==> src/rtl/game_display_pkg.sv <==
// Shared types and constants for the game-display frame animator.
package game_display_pkg;

  localparam int COORD_W    = 10;
  localparam int SCREEN_MAX = 1023;

  typedef logic [COORD_W-1:0] coord_t;

  typedef enum logic {
    IDLE   = 1'b0,
    MOVING = 1'b1
  } state_t;

endpackage

==> src/rtl/game_display_frame_animator_if.sv <==
// Target/flash request bus from the game-phase controller and live rectangle status back.
interface game_display_frame_animator_if;
  import game_display_pkg::*;

  logic   target_valid;
  coord_t target_x0;
  coord_t target_y0;
  coord_t target_x1;
  coord_t target_y1;
  logic   flash_req;
  coord_t cur_x0;
  coord_t cur_y0;
  coord_t cur_x1;
  coord_t cur_y1;
  logic   busy;
  logic   arrived;

  modport master (
    output target_valid, target_x0, target_y0, target_x1, target_y1, flash_req,
    input  cur_x0, cur_y0, cur_x1, cur_y1, busy, arrived
  );

  modport slave (
    input  target_valid, target_x0, target_y0, target_x1, target_y1, flash_req,
    output cur_x0, cur_y0, cur_x1, cur_y1, busy, arrived
  );
endinterface

==> src/rtl/game_display_edge_stepper.sv <==
// Moves one rectangle edge toward its target by at most STEP pixels, never overshooting.
module game_display_edge_stepper
  import game_display_pkg::*;
#(
  parameter int STEP = 4
) (
  input  coord_t cur,
  input  coord_t tgt,
  input  logic   en,
  output coord_t next_val,
  output logic   at_target
);

  localparam coord_t STEP_W = (STEP > SCREEN_MAX) ? coord_t'(SCREEN_MAX) : coord_t'(STEP);

  logic [COORD_W:0] diff;
  logic [COORD_W:0] mag;
  coord_t           step_mag;

  always_comb begin
    diff     = {1'b0, tgt} - {1'b0, cur};
    mag      = diff[COORD_W] ? (~diff + 1'b1) : diff;
    step_mag = (mag > {1'b0, STEP_W}) ? STEP_W : mag[COORD_W-1:0];
    next_val = cur;
    if (en) begin
      next_val = diff[COORD_W] ? (cur - step_mag) : (cur + step_mag);
    end
    at_target = (next_val == tgt);
  end

endmodule

==> src/rtl/game_display_frame_animator.sv <==
// Animates the live game rectangle toward a target once per frame tick and renders
// registered border/interior flags, with an optional blinking border flash.
module game_display_frame_animator
  import game_display_pkg::*;
#(
  parameter int BORDER       = 5,
  parameter int STEP         = 4,
  parameter int FLASH_FRAMES = 30,
  parameter int BLINK_PERIOD = 4,
  parameter int INIT_X0      = 160,
  parameter int INIT_Y0      = 120,
  parameter int INIT_X1      = 479,
  parameter int INIT_Y1      = 359
) (
  input  logic   clk,
  input  logic   reset,
  input  logic   frame_tick,
  input  coord_t x,
  input  coord_t y,
  game_display_frame_animator_if.slave bus,
  output logic   render_border,
  output logic   render_inside
);

  localparam int FW = (FLASH_FRAMES < 1) ? 1 : $clog2(FLASH_FRAMES + 1);
  localparam int BW = (BLINK_PERIOD < 2) ? 1 : $clog2(BLINK_PERIOD);
  localparam logic [COORD_W:0] BORDER_W = (COORD_W+1)'(BORDER);
  localparam logic [COORD_W:0] MAX_W    = (COORD_W+1)'(SCREEN_MAX);
  // Edge order in the packed arrays: [0]=x0, [1]=y0, [2]=x1, [3]=y1.
  localparam coord_t [3:0] INIT_RECT = {coord_t'(INIT_Y1), coord_t'(INIT_X1),
                                        coord_t'(INIT_Y0), coord_t'(INIT_X0)};

  coord_t [3:0] cur_reg;
  coord_t [3:0] tgt_reg;
  coord_t [3:0] next_val;
  coord_t [3:0] req;
  logic   [3:0] at_tgt;

  state_t  state_reg, state_next;
  logic    arrived_reg, arrived_next;
  logic    target_ok, step_en;
  logic [FW-1:0] flash_cnt_reg;
  logic [BW-1:0] blink_cnt_reg;
  logic          phase_reg;

  assign req       = {bus.target_y1, bus.target_x1, bus.target_y0, bus.target_x0};
  assign target_ok = bus.target_valid && (bus.target_x0 <= bus.target_x1)
                                      && (bus.target_y0 <= bus.target_y1);
  assign step_en   = (state_reg == MOVING) && frame_tick;

  genvar gi;
  generate
    for (gi = 0; gi < 4; gi++) begin : g_edge
      game_display_edge_stepper #(.STEP(STEP)) u_stepper (
        .cur       (cur_reg[gi]),
        .tgt       (tgt_reg[gi]),
        .en        (step_en),
        .next_val  (next_val[gi]),
        .at_target (at_tgt[gi])
      );
    end
  endgenerate

  always_comb begin
    state_next   = state_reg;
    arrived_next = 1'b0;
    case (state_reg)
      IDLE: begin
        if (target_ok && (req != cur_reg)) state_next = MOVING;
      end
      MOVING: begin
        // A fresh target loaded on the arrival tick keeps the move going.
        if (step_en && (&at_tgt) && !(target_ok && (req != next_val))) begin
          state_next   = IDLE;
          arrived_next = 1'b1;
        end
      end
      default: state_next = IDLE;
    endcase
  end

  always_ff @(posedge clk or posedge reset) begin
    if (reset) begin
      state_reg   <= IDLE;
      arrived_reg <= 1'b0;
      cur_reg     <= INIT_RECT;
      tgt_reg     <= INIT_RECT;
    end else begin
      state_reg   <= state_next;
      arrived_reg <= arrived_next;
      if (step_en) cur_reg <= next_val;
      if (target_ok) tgt_reg <= req;
    end
  end

  always_ff @(posedge clk or posedge reset) begin
    if (reset) begin
      flash_cnt_reg <= '0;
      blink_cnt_reg <= '0;
      phase_reg     <= 1'b1;
    end else if (bus.flash_req) begin
      flash_cnt_reg <= FW'(FLASH_FRAMES);
      blink_cnt_reg <= '0;
      phase_reg     <= 1'b1;
    end else if (frame_tick && (flash_cnt_reg != '0)) begin
      flash_cnt_reg <= flash_cnt_reg - 1'b1;
      if (flash_cnt_reg == FW'(1)) begin
        phase_reg     <= 1'b1;
        blink_cnt_reg <= '0;
      end else if (blink_cnt_reg == BW'(BLINK_PERIOD - 1)) begin
        phase_reg     <= ~phase_reg;
        blink_cnt_reg <= '0;
      end else begin
        blink_cnt_reg <= blink_cnt_reg + 1'b1;
      end
    end
  end

  logic [COORD_W:0] bx0, by0, bx1, by1, sx1, sy1;
  logic inside_c, outer_c;

  // Outer box is computed in 11 bits and clamped so it never wraps across the screen.
  always_comb begin
    bx0 = ({1'b0, cur_reg[0]} >= BORDER_W) ? ({1'b0, cur_reg[0]} - BORDER_W) : '0;
    by0 = ({1'b0, cur_reg[1]} >= BORDER_W) ? ({1'b0, cur_reg[1]} - BORDER_W) : '0;
    sx1 = {1'b0, cur_reg[2]} + BORDER_W;
    sy1 = {1'b0, cur_reg[3]} + BORDER_W;
    bx1 = (sx1 > MAX_W) ? MAX_W : sx1;
    by1 = (sy1 > MAX_W) ? MAX_W : sy1;
    inside_c = (x >= cur_reg[0]) && (x <= cur_reg[2]) &&
               (y >= cur_reg[1]) && (y <= cur_reg[3]);
    outer_c  = ({1'b0, x} >= bx0) && ({1'b0, x} <= bx1) &&
               ({1'b0, y} >= by0) && ({1'b0, y} <= by1);
  end

  always_ff @(posedge clk or posedge reset) begin
    if (reset) begin
      render_border <= 1'b0;
      render_inside <= 1'b0;
    end else begin
      render_border <= outer_c && !inside_c && phase_reg;
      render_inside <= inside_c;
    end
  end

  assign bus.cur_x0  = cur_reg[0];
  assign bus.cur_y0  = cur_reg[1];
  assign bus.cur_x1  = cur_reg[2];
  assign bus.cur_y1  = cur_reg[3];
  assign bus.busy    = (state_reg == MOVING);
  assign bus.arrived = arrived_reg;

endmodule

==> src/flat_wrapper.sv <==
// flat-port wrapper written by rule: the top's interface ports become plain ports
module game_display_frame_animator_flat import game_display_pkg::*;
#(
  parameter int BORDER       = 5,
  parameter int STEP         = 4,
  parameter int FLASH_FRAMES = 30,
  parameter int BLINK_PERIOD = 4,
  parameter int INIT_X0      = 160,
  parameter int INIT_Y0      = 120,
  parameter int INIT_X1      = 479,
  parameter int INIT_Y1      = 359
)
  (clk, reset, frame_tick, x, y, render_border, render_inside, bus_target_valid, bus_target_x0, bus_target_y0, bus_target_x1, bus_target_y1, bus_flash_req, bus_cur_x0, bus_cur_y0, bus_cur_x1, bus_cur_y1, bus_busy, bus_arrived);
  game_display_frame_animator_if bus_i ();
  input  logic clk;
  input  logic reset;
  input  logic frame_tick;
  input  coord_t x;
  input  coord_t y;
  output logic render_border;
  output logic render_inside;
  input wire logic [$bits(bus_i.target_valid)-1:0] bus_target_valid;
  input wire logic [$bits(bus_i.target_x0)-1:0] bus_target_x0;
  input wire logic [$bits(bus_i.target_y0)-1:0] bus_target_y0;
  input wire logic [$bits(bus_i.target_x1)-1:0] bus_target_x1;
  input wire logic [$bits(bus_i.target_y1)-1:0] bus_target_y1;
  input wire logic [$bits(bus_i.flash_req)-1:0] bus_flash_req;
  output wire logic [$bits(bus_i.cur_x0)-1:0] bus_cur_x0;
  output wire logic [$bits(bus_i.cur_y0)-1:0] bus_cur_y0;
  output wire logic [$bits(bus_i.cur_x1)-1:0] bus_cur_x1;
  output wire logic [$bits(bus_i.cur_y1)-1:0] bus_cur_y1;
  output wire logic [$bits(bus_i.busy)-1:0] bus_busy;
  output wire logic [$bits(bus_i.arrived)-1:0] bus_arrived;
  assign bus_i.target_valid = bus_target_valid;
  assign bus_i.target_x0 = bus_target_x0;
  assign bus_i.target_y0 = bus_target_y0;
  assign bus_i.target_x1 = bus_target_x1;
  assign bus_i.target_y1 = bus_target_y1;
  assign bus_i.flash_req = bus_flash_req;
  assign bus_cur_x0 = bus_i.cur_x0;
  assign bus_cur_y0 = bus_i.cur_y0;
  assign bus_cur_x1 = bus_i.cur_x1;
  assign bus_cur_y1 = bus_i.cur_y1;
  assign bus_busy = bus_i.busy;
  assign bus_arrived = bus_i.arrived;
  game_display_frame_animator #(.BORDER(BORDER), .STEP(STEP), .FLASH_FRAMES(FLASH_FRAMES), .BLINK_PERIOD(BLINK_PERIOD), .INIT_X0(INIT_X0), .INIT_Y0(INIT_Y0), .INIT_X1(INIT_X1), .INIT_Y1(INIT_Y1)) u_core (.clk(clk), .reset(reset), .frame_tick(frame_tick), .x(x), .y(y), .bus(bus_i), .render_border(render_border), .render_inside(render_inside));
endmodule
==> config.mk <==
export PLATFORM = sky130hd
export DESIGN_NAME = game_display_frame_animator_flat
export DESIGN_NICKNAME = d
export VERILOG_FILES = /design/src/rtl/game_display_pkg.sv /design/src/rtl/game_display_frame_animator_if.sv /design/src/rtl/game_display_edge_stepper.sv /design/src/rtl/game_display_frame_animator.sv /design/src/flat_wrapper.sv
export SDC_FILE = /design/constraint.sdc
export NUM_CORES = 1
export LEC_CHECK = 0
export CAP_MARGIN = 20
export CORE_AREA = 5 5 199 162
export DETAILED_ROUTE_END_ITERATION = 6
export DIE_AREA = 0 0 204 167
export PLACE_DENSITY_LB_ADDON = 0.08
export RECOVER_POWER = 50
export SYNTH_ARGS = -nofsm -noshare
export SYNTH_HDL_FRONTEND = slang
export SYNTH_HIERARCHICAL = 1
export SYNTH_SLANG_ARGS = --single-unit
==> constraint.sdc <==
create_clock -name clk -period 7.7 [get_ports clk]
set_input_delay 1.155 -clock clk [delete_from_list [all_inputs] [get_ports clk]]
set_output_delay 1.155 -clock clk [all_outputs]
set_load 0.05 [all_outputs]
[Word-level counts from Yosys, hierarchy flattened]
Cells that the tools add are included.
Word-level totals
  flip-flop bits (word level): 92
  word-level logic and storage cells: 127
Cells by class
  add/subtract/negate cells: 22
  magnitude comparators: 18
  eq/ne operators: 8
  muxes and demuxes: 35
  bitwise operators: 6
  reductions and logical operators: 23
Operators with widths (number)
  $mux 10: 12
  $mux 11: 8
  $ne 40x40->1: 2
  $add 11x1->11 const B: 4
  $gt 11x3->1 const B: 4
  $not 11->11: 4
  $sub 10x10->11: 4
  $add 10x10->10: 4
  $eq 10x10->1: 4
  $le 10x10->1: 4
  $sub 10x10->10: 4
  $add 10x3->11 const B: 2
  $ge 10x11->1: 2
  $gt 11x10->1 const B: 2
  $le 10x11->1: 2
  $sub 10x3->11 const B: 2
  $ge 10x10->1: 2
  $ge 10x3->1 const B: 2
  $logic_and 1x1->1: 16
  $mux 5: 2
  $mux 1: 8
  $mux 2: 4
  $eq 5x1->1 const B: 1
  $reduce_bool 5->1: 1
  10 further kinds: 12

[Longest topological paths before layout]
Gate-level depths: netlist (run 1).
  word-level depth: 15
  mapped depth: 34
  depth with buffers taken out: 33

[Modules after synthesis]
Netlist (run 1), hierarchy kept.
By module, submodules not included
  game_display_frame_animator: times used 1, cells an instance 836, area an instance 7701.1 µm², sequential area each 2353.5 µm²
  game_display_edge_stepper at u_core.g_edge[1].u_stepper: times used 1, cells an instance 250, area an instance 1809.2 µm², sequential area each 0.0 µm²
  game_display_edge_stepper at u_core.g_edge[3].u_stepper: times used 1, cells an instance 235, area an instance 1696.6 µm², sequential area each 0.0 µm²
  game_display_edge_stepper at u_core.g_edge[2].u_stepper: times used 1, cells an instance 225, area an instance 1640.3 µm², sequential area each 0.0 µm²
  game_display_edge_stepper at u_core.g_edge[0].u_stepper: times used 1, cells an instance 230, area an instance 1619.1 µm², sequential area each 0.0 µm²

[Least setup slack after synthesis (run 1)]
OpenSTA, ideal clock, no wires.
  kind: register to register
  start: register u_core/tgt_reg[20] (netlist bit)
  end: register u_core.state_reg, in the netlist u_core/bus.busy
  library setup time: 0.128 ns
  arrival: 6.710 ns
  data required time: 7.572 ns
  path slack: 0.862 ns
  cell stages (with the launch flop): 32
  period minus slack after synthesis: 6.838 ns
  cell sequence: dfstp_2 inv_1 ha_1 fa_1 ha_1 nand4bb_1 or4_1 o211ai_1 o221ai_1 nor4b_1 nor3_4 nor3_1 o21ai_0 ha_1 a22o_1 inv_1 ha_1 nor2b_1 o21ai_0 nand2b_1 a2111o_1 a31o_2 a21o_1 a21oi_1 xor2_1 nor2_1 xnor2_1 xor2_1 nor4_1 nand4_1 a211oi_1 nor2_1
RTL lines
  start, declared: line game_display_frame_animator.sv:34  | coord_t [3:0] tgt_reg;
  start signal, assigned: line game_display_frame_animator.sv:92  | if (target_ok) tgt_reg <= req;
  end signal, assigned: line game_display_frame_animator.sv:89  | state_reg <= state_next;
  end, declared: line game_display_frame_animator.sv:39  | state_t state_reg, state_next;

==> results of run 1 <==
==> layer usage <==
metal | track usage | up-vias | wire length [um]
li1 | - | 6655 | -
met3 | 0.0330 | 63 | 2250
met4 | 0.0844 | 0 | 1490
met5 | 0 | - | 0
met2 | 0.417 | 356 | 20800
met1 | 0.387 | 6529 | 22400
==> worst max-delay path, delay by kind of cell (launching register included) <==
family	cells	cell delay, ns
adders and majority gates	4	1.15
AOI/OAI and AO/OA	14	2.82
buffers and inverters	1	0.06
and+or+nand+nor	10	1.85
DFF	1	0.53
xor gates and xnor gates	4	0.85
==> layout by cell type (no fill, tap or decap), types with 7 or more instances in the layout <==
cell type,n
xor2_1,58
nor2b_1,27
o211ai_1,15
nand4_1,47
and3_1,10
or2_2,8
clkdlybuf4s50_1,93
a31oi_1,20
nand3_1,36
nor3_1,42
mux2_2,42
o21ai_1,8
buf_4,30
nand2b_1,35
inv_1,149
a21o_1,33
clkbuf_16,9
nor2_1,89
xnor2_1,151
nor4_1,30
or2_1,7
o2111ai_1,7
fa_1,8
a21boi_0,10
a21oi_1,73
dfstp_2,41
a211oi_1,10
dfrtp_1,50
o21a_1,15
mux2i_1,23
ha_1,196
a2111oi_0,7
nand2_1,149
or3_1,19
nor3b_1,9
dlygate4sd3_1,15
o31ai_1,9
o21ai_0,125
==> cells by family after synthesis <==
logic type,after synthesis
xor+xnor,211
buf+inv,204
fa+ha+maj,204
compound gates,433
flops,92
simple gates,566
mux,66
==> metrics by stage <==
stage / cells / worst slack (ns) / utilization
2_1_floorplan: 1776 / 0.862 / -
3_3_place_gp: 2276 / 0.389 / 0.533
3_5_place_dp: 2276 / 0.203 / 0.533
4_1_cts: 2292 / 0.172 / 0.542
5_1_grt: 2297 / 0.000616 / 0.546
6_report: 2297 / 0.331 / 0.546
==> final cells by class <==
| class | instances | area, sq um | area share |
|---|---|---|---|
| Antenna cell | 1 | 2.50 | 0.000153 |
| Clock buffer | 11 | 243 | 0.0148 |
| Clock inverter | 5 | 37.5 | 0.00229 |
| Inverter | 155 | 586 | 0.0357 |
| Multi-Input combinational cell | 1480 | 11300 | 0.692 |
| Sequential cell | 92 | 2350 | 0.144 |
| Tap cell | 413 | 517 | 0.0315 |
| Timing Repair Buffer | 140 | 1310 | 0.0802 |
==> worst min-delay path by stage <==
stage / from / endpoint / slack [ns] / cells past startpoint
after floorplan: u_core/blink_cnt_reg[0] / u_core/blink_cnt_reg[0] / 0.46 / 1
after global placement: u_core/tgt_reg[0] / u_core/tgt_reg[0] / 0.50 / 1
after detailed placement: u_core/blink_cnt_reg[0] / u_core/blink_cnt_reg[0] / 0.49 / 1
after CTS: u_core/blink_cnt_reg[0] / u_core/blink_cnt_reg[0] / 0.51 / 1
after global routing: u_core/tgt_reg[0] / u_core/tgt_reg[0] / 0.53 / 1
final: u_core/blink_cnt_reg[0] / u_core/blink_cnt_reg[0] / 0.50 / 1
==> repair_timing <==
| item | 4_1_cts | 5_1_grt |
|---|---|---|
| setup buffers | 0 | 3 |
| setup endpoints to repair | 0 | 2 |
| resized for setup | 0 | 16 |
==> key figures, run 1 <==
Synthesis
  • Syn Nets: 2045
  • Post-synth EDFFs: 0
  • Cell taking the most area after synthesis: ha_1
  • Sequential element share of the synthesized area: 0.163
  • Avg Cell Area, Syn: 8.15 sq um
  • Mux contribution to synthesized area: 0.0494
  • FFs w/ async S/R, synth: 1.00
  • Ys flop type: dfrtp_1
  • Top cells by area, synth: ha_1, xnor2_1, dfrtp_1
  • Adder-cell share of the synthesized area: 0.181
  • Yosys Warn Count: 6
  • Most common cell in the netlist: ha_1
  • Post-synthesis cell area: 14500 sq um
  • Share of the synthesized area in the top cell type: 0.170
  • Commonest cells in the synthesized netlist: ha_1, xnor2_1, inv_1
  • Fraction of the mapped netlist area in compound gates: 0.212
  • Largest family of logic cells by synthesized area: compound AO/OA/AOI/OAI gates
  • Post-synth cell types: 116
  • Post-Synth XOR/XNOR Area: 0.128
  • Synth Instances: 1776
  • FF+latch count, synth: 92
  • Post-synthesis simple-gate area fraction: 0.208

Die
  • IO Pins: 109
  • Core Footprint: 30000 sq um
  • Die Ht: 167 um
  • Site row count: 57
  • Initial core utilization: 0.482
  • Die area: 34100 sq um
  • Die width: 204 um

Setup path
  • Critical path startpoint: u_core/tgt_reg[30]
  • FF-to-FF Start: u_core/tgt_reg[30]
  • CP Capture Point: u_core/bus.busy
  • Critical path type: reg2reg
  • R2r setup slk: 0.33 ns
  • Crit path launch type: flip-flop
  • Max incr delay on CP: 0.53 ns
  • Worst Setup End Kind: flip-flop
  • Crit path DAT: 7.61 ns
  • R2r endpoint: u_core/bus.busy
  • Reg2reg path depth: 33
  • Worst Path Max Fanout: 5
  • Slowest cell on crit path: dfstp_2
  • CP required: 7.94 ns

Drt
  • Post-route antenna net violation count: 0
  • Via density: 5.92
  • Drt wl/cell: 20.4 um
  • Initial DRC count: 908
  • Via Count: 13600
  • DRC: 0
  • Drt total wl: 46900 um
  • Initial DRT Pass Iterations: 6

STA
  • Period utilization: 0.957
  • Final Hold Vio Count: 0
  • Total negative slack: 0 ns
  • Fin Hold WS: 0.505 ns
  • Final min period: 7.37 ns
  • Max Slew Vio Count: 66
  • Unrepaired setup endpoints after global routing: no
  • FMAX: 136 MHz
  • Final setup fails: 0
  • Worst slew margin: -1.62
  • Worst-Margin Slew: 3.93 ns
  • Clock skew: 0.0162 ns

Clock tree
  • Clk buf depth: 2
  • Clk_lat worst skew: 0.36 ns
  • Hold_buf cts: 0
  • CTS root buf: clkbuf_16
  • H-tree depth: 3
  • CTS tree: built
  • Num CTS Buffers: 9
  • Clock-pin slew on the worst setup and hold paths: 0.08 ns
  • CTS Sinks: 92

Final layout
  • FILL cells: 2866
  • Syn-to-layout area delta: 13.3%
  • Max reg flops: 40
  • Fin nets: 2147
  • Share of post-route cells with drive strength above 1: 0.109
  • Post-route cell area: 16400 sq um

Place
  • Sum of net half-perimeters after detailed placement: 38000 um
  • Post-DP Area: 16000 sq um
  • Port Buffers: 108
  • Gp weighted congestion: 0.963

Outcome
  • Status: finished with violations
  • Failing checks: capacitance limit, slew limit

Global routing
  • First-pass GRT wire length: 73300 um
  • Largest net degree at the start of global routing: 70
  • Overflow after GRT: 0
  • GRT Overall Usage: 0.268
  • Vias in the first global route: 13000
  • Antenna violations before repair: 1

Flow run
  • Maxcap violations: 1

Hold path
  • HP Class: reg2reg
Power of run 1 is not shown: default switching activity piles up to over one toggle a cycle in this logic, so the estimate is an artifact.
==> inputs of run 2 (changes only) <==
--- a/config.mk
+++ b/config.mk
@@ -9,6 +9,7 @@
 export CORE_AREA = 5 5 199 162
 export DETAILED_ROUTE_END_ITERATION = 6
 export DIE_AREA = 0 0 204 167
+export GPL_TIMING_DRIVEN = 0
 export PLACE_DENSITY_LB_ADDON = 0.08
 export RECOVER_POWER = 50
 export SYNTH_ARGS = -nofsm -noshare
==> constraint.sdc (replaced) <==
create_clock -name clk -period 7.7 [get_ports clk]
set_input_delay 1.155 -clock clk [delete_from_list [all_inputs] [get_ports clk]]
set_output_delay 1.155 -clock clk [all_outputs]
set_load 0.005 [all_outputs]
==> run 2 against run 1 <==
Compared with the run above:
- the flow still finishes with violations (capacitance limit, slew limit)
- via count rose by 1.3%
- routed wire length rose by 0.23%
- worst setup slack got worse by 0.013 ns
- final cell count rose by 1.0%
- critical path depth did not move
==> key figures, run 2 (synthesized netlist as in run 1, its figures left out) <==
STA
  • Worst-Margin Slew: 2.47 ns (-1.46 ns)
  • Unrepaired setup endpoints after global routing: no
  • FMAX: 135 MHz (-0.18%)
  • Final Hold Vio Count: 0 (unchanged)
  • Final setup fails: 0 (unchanged)
  • Max Slew Vio Count: 95 (+44%)
  • Final min period: 7.38 ns (+0.0133 ns)
  • Clock skew: 0.0111 ns (-0.00506 ns)
  • Period utilization: 0.959 (+0.00172)
  • Worst slew margin: -0.655 (+0.967)

Setup path
  • CP required: 7.94 ns (about the same)
  • Critical path type: reg2reg
  • Worst Setup End Kind: flip-flop
  • Crit path launch type: flip-flop
  • Worst Path Max Fanout: 9 (+4)
  • Max incr delay on CP: 0.72 ns (+0.19 ns)
  • Slowest cell on crit path: dfstp_2
  • FF-to-FF Start: u_core/bus.cur_y1[6]
  • Crit path DAT: 7.62 ns (about the same)
  • WP buf/inv: 2 (+1)
  • Cell family with most CP delay: compound AO/OA/AOI/OAI gates
  • Critical path startpoint: u_core/bus.cur_y1[6]

Drt
  • Post-route antenna net violation count: 0 (unchanged)
  • Initial DRT Pass Iterations: 5 (-1)
  • Via Count: 13800 (+1.3%)
  • Via density: 5.94 (+0.33%)
  • Drt wl/cell: 20.3 um (-0.77%)
  • Drt total wl: 47000 um (+0.23%)
  • DRC: 0 (unchanged)
  • Initial DRC count: 1106 (+22%)

Global routing
  • Overflow after GRT: 0 (unchanged)
  • Largest net degree at the start of global routing: 55 (-21%)
  • Antenna violations before repair: 2 (+1)
  • GRT Overall Usage: 0.266 (-0.00221)
  • Vias in the first global route: 13200 (+1.2%)
  • First-pass GRT wire length: 72900 um (-0.56%)

Clock tree
  • Clk_lat worst skew: 0.35 ns (about the same)
  • CTS root buf: clkbuf_16
  • H-tree depth: 3 (unchanged)
  • CTS tree: built
  • Clk buf depth: 2 (unchanged)
  • Clock-pin slew on the worst setup and hold paths: 0.07 ns (about the same)
  • Num CTS Buffers: 9 (unchanged)
  • CTS Sinks: 92 (unchanged)

Final layout
  • Commonest non-fill, non-tap cells in the layout: ha_1, nand2_1, inv_1
  • Area taken by multi-input logic gates: 11400 sq um (+0.77%)
  • Fin nets: 2169 (+1.0%)
  • Post-route cell area: 16600 sq um (+1.3%)
  • FILL cells: 2876 (+0.35%)
  • Sequential cell area: 2360 sq um (+0.16%)
  • Max reg flops: 40 (unchanged)
  • Share of post-route cells with drive strength above 1: 0.116 (+0.00714)
  • Commonest non-fill, non-tap cell in the layout: ha_1
  • Syn-to-layout area delta: 14.7%
  • Finished Core Util: 0.553 (+0.00713)

Die
  • Die Ht: 167 um (unchanged)
  • Site row count: 57 (unchanged)
  • Initial core utilization: 0.482 (unchanged)
  • Die area: 34100 sq um (unchanged)
  • Die width: 204 um (unchanged)
  • IO Pins: 109 (unchanged)
  • Core Footprint: 30000 sq um (unchanged)

Place
  • Sum of net half-perimeters after detailed placement: 38200 um (+0.36%)
  • Port Buffers: 108 (unchanged)
  • Gp weighted congestion: 0.953 (-0.98%)
  • Post-DP Area: 16100 sq um (+0.52%)

Hold path
  • Worst Hold Launch: u_core/blink_cnt_reg[0]
  • HP Class: reg2reg

Outcome
  • Status: finished with violations
  • Failing checks: capacitance limit, slew limit

Flow run
  • Maxcap violations: 2 (+1)
run 2: worst reg2reg max path, delay by kind of cell, from the launching register on:
family | cells | cell delay (ns)
DFF | 1 | 0.72
muxes | 1 | 0.08
and+or+nand+nor | 10 | 1.86
xor gates and xnor gates | 3 | 0.71
buffers and inverters | 2 | 0.26
adders and majority gates | 3 | 0.82
AOI/OAI and AO/OA | 14 | 2.82
run 2: repair_timing:
| action | in CTS | in global routing |
|---|---|---|
| hold buffers | 0 | 0 |
| hold endpoints to repair | 0 | 0 |
| setup endpoints to repair | 2 | 2 |
| resized for setup | 4 | 36 |
| buffers inserted | 0 | 5 |
| pin swaps | 0 | 9 |
run 2: metal layers:
layer / wire length (um) / global-route usage / vias up
li1: - / - / 6706
met1: 21600 / 0.372 / 6632
met2: 21700 / 0.435 / 380
met3: 2540 / 0.0340 / 67
met4: 1190 / 0.0693 / 0
met5: 0 / 0 / -
run 2: final timing paths:
check                                               end  slack [ns]  cells past startpoint
worst max-delay path                    u_core/bus.busy        0.32                     33
worst min-delay path            u_core/blink_cnt_reg[0]        0.51                      1
worst max register to register          u_core/bus.busy        0.32                     33
worst min register to register  u_core/blink_cnt_reg[0]        0.51                      1
max in group asynchronous          u_core/bus.cur_x0[0]        2.72                      3
min in group asynchronous             u_core/tgt_reg[1]        1.94                      2
run 2: area by class of cell:
type	count	share of cell area
diodes	2	0.000301
plain buffers	48	0.0165
clock buffers	12	0.0148
clock inverters	4	0.00445
inverters	155	0.0351
multi-input cells	1480	0.688
flip-flops and latches	92	0.142
well taps	413	0.0311
repair buffers	114	0.0676
run 2: stage by stage:
stage | setup slack (ns) | setup TNS [ns] | hold WS (ns) | cells
final | 0.318 | 0 | 0.511 | 2320
after floorplan | 0.862 | 0 | 0.463 | 1776
after global routing | 0.000678 | 0 | 0.520 | 2320
after detailed placement | -0.100 | -0.110 | 0.498 | 2298
after CTS | 0.0148 | 0 | 0.509 | 2314
after global placement | -0.0757 | -0.0757 | 0.493 | 2297
Power of run 2 is left out for the same reason.
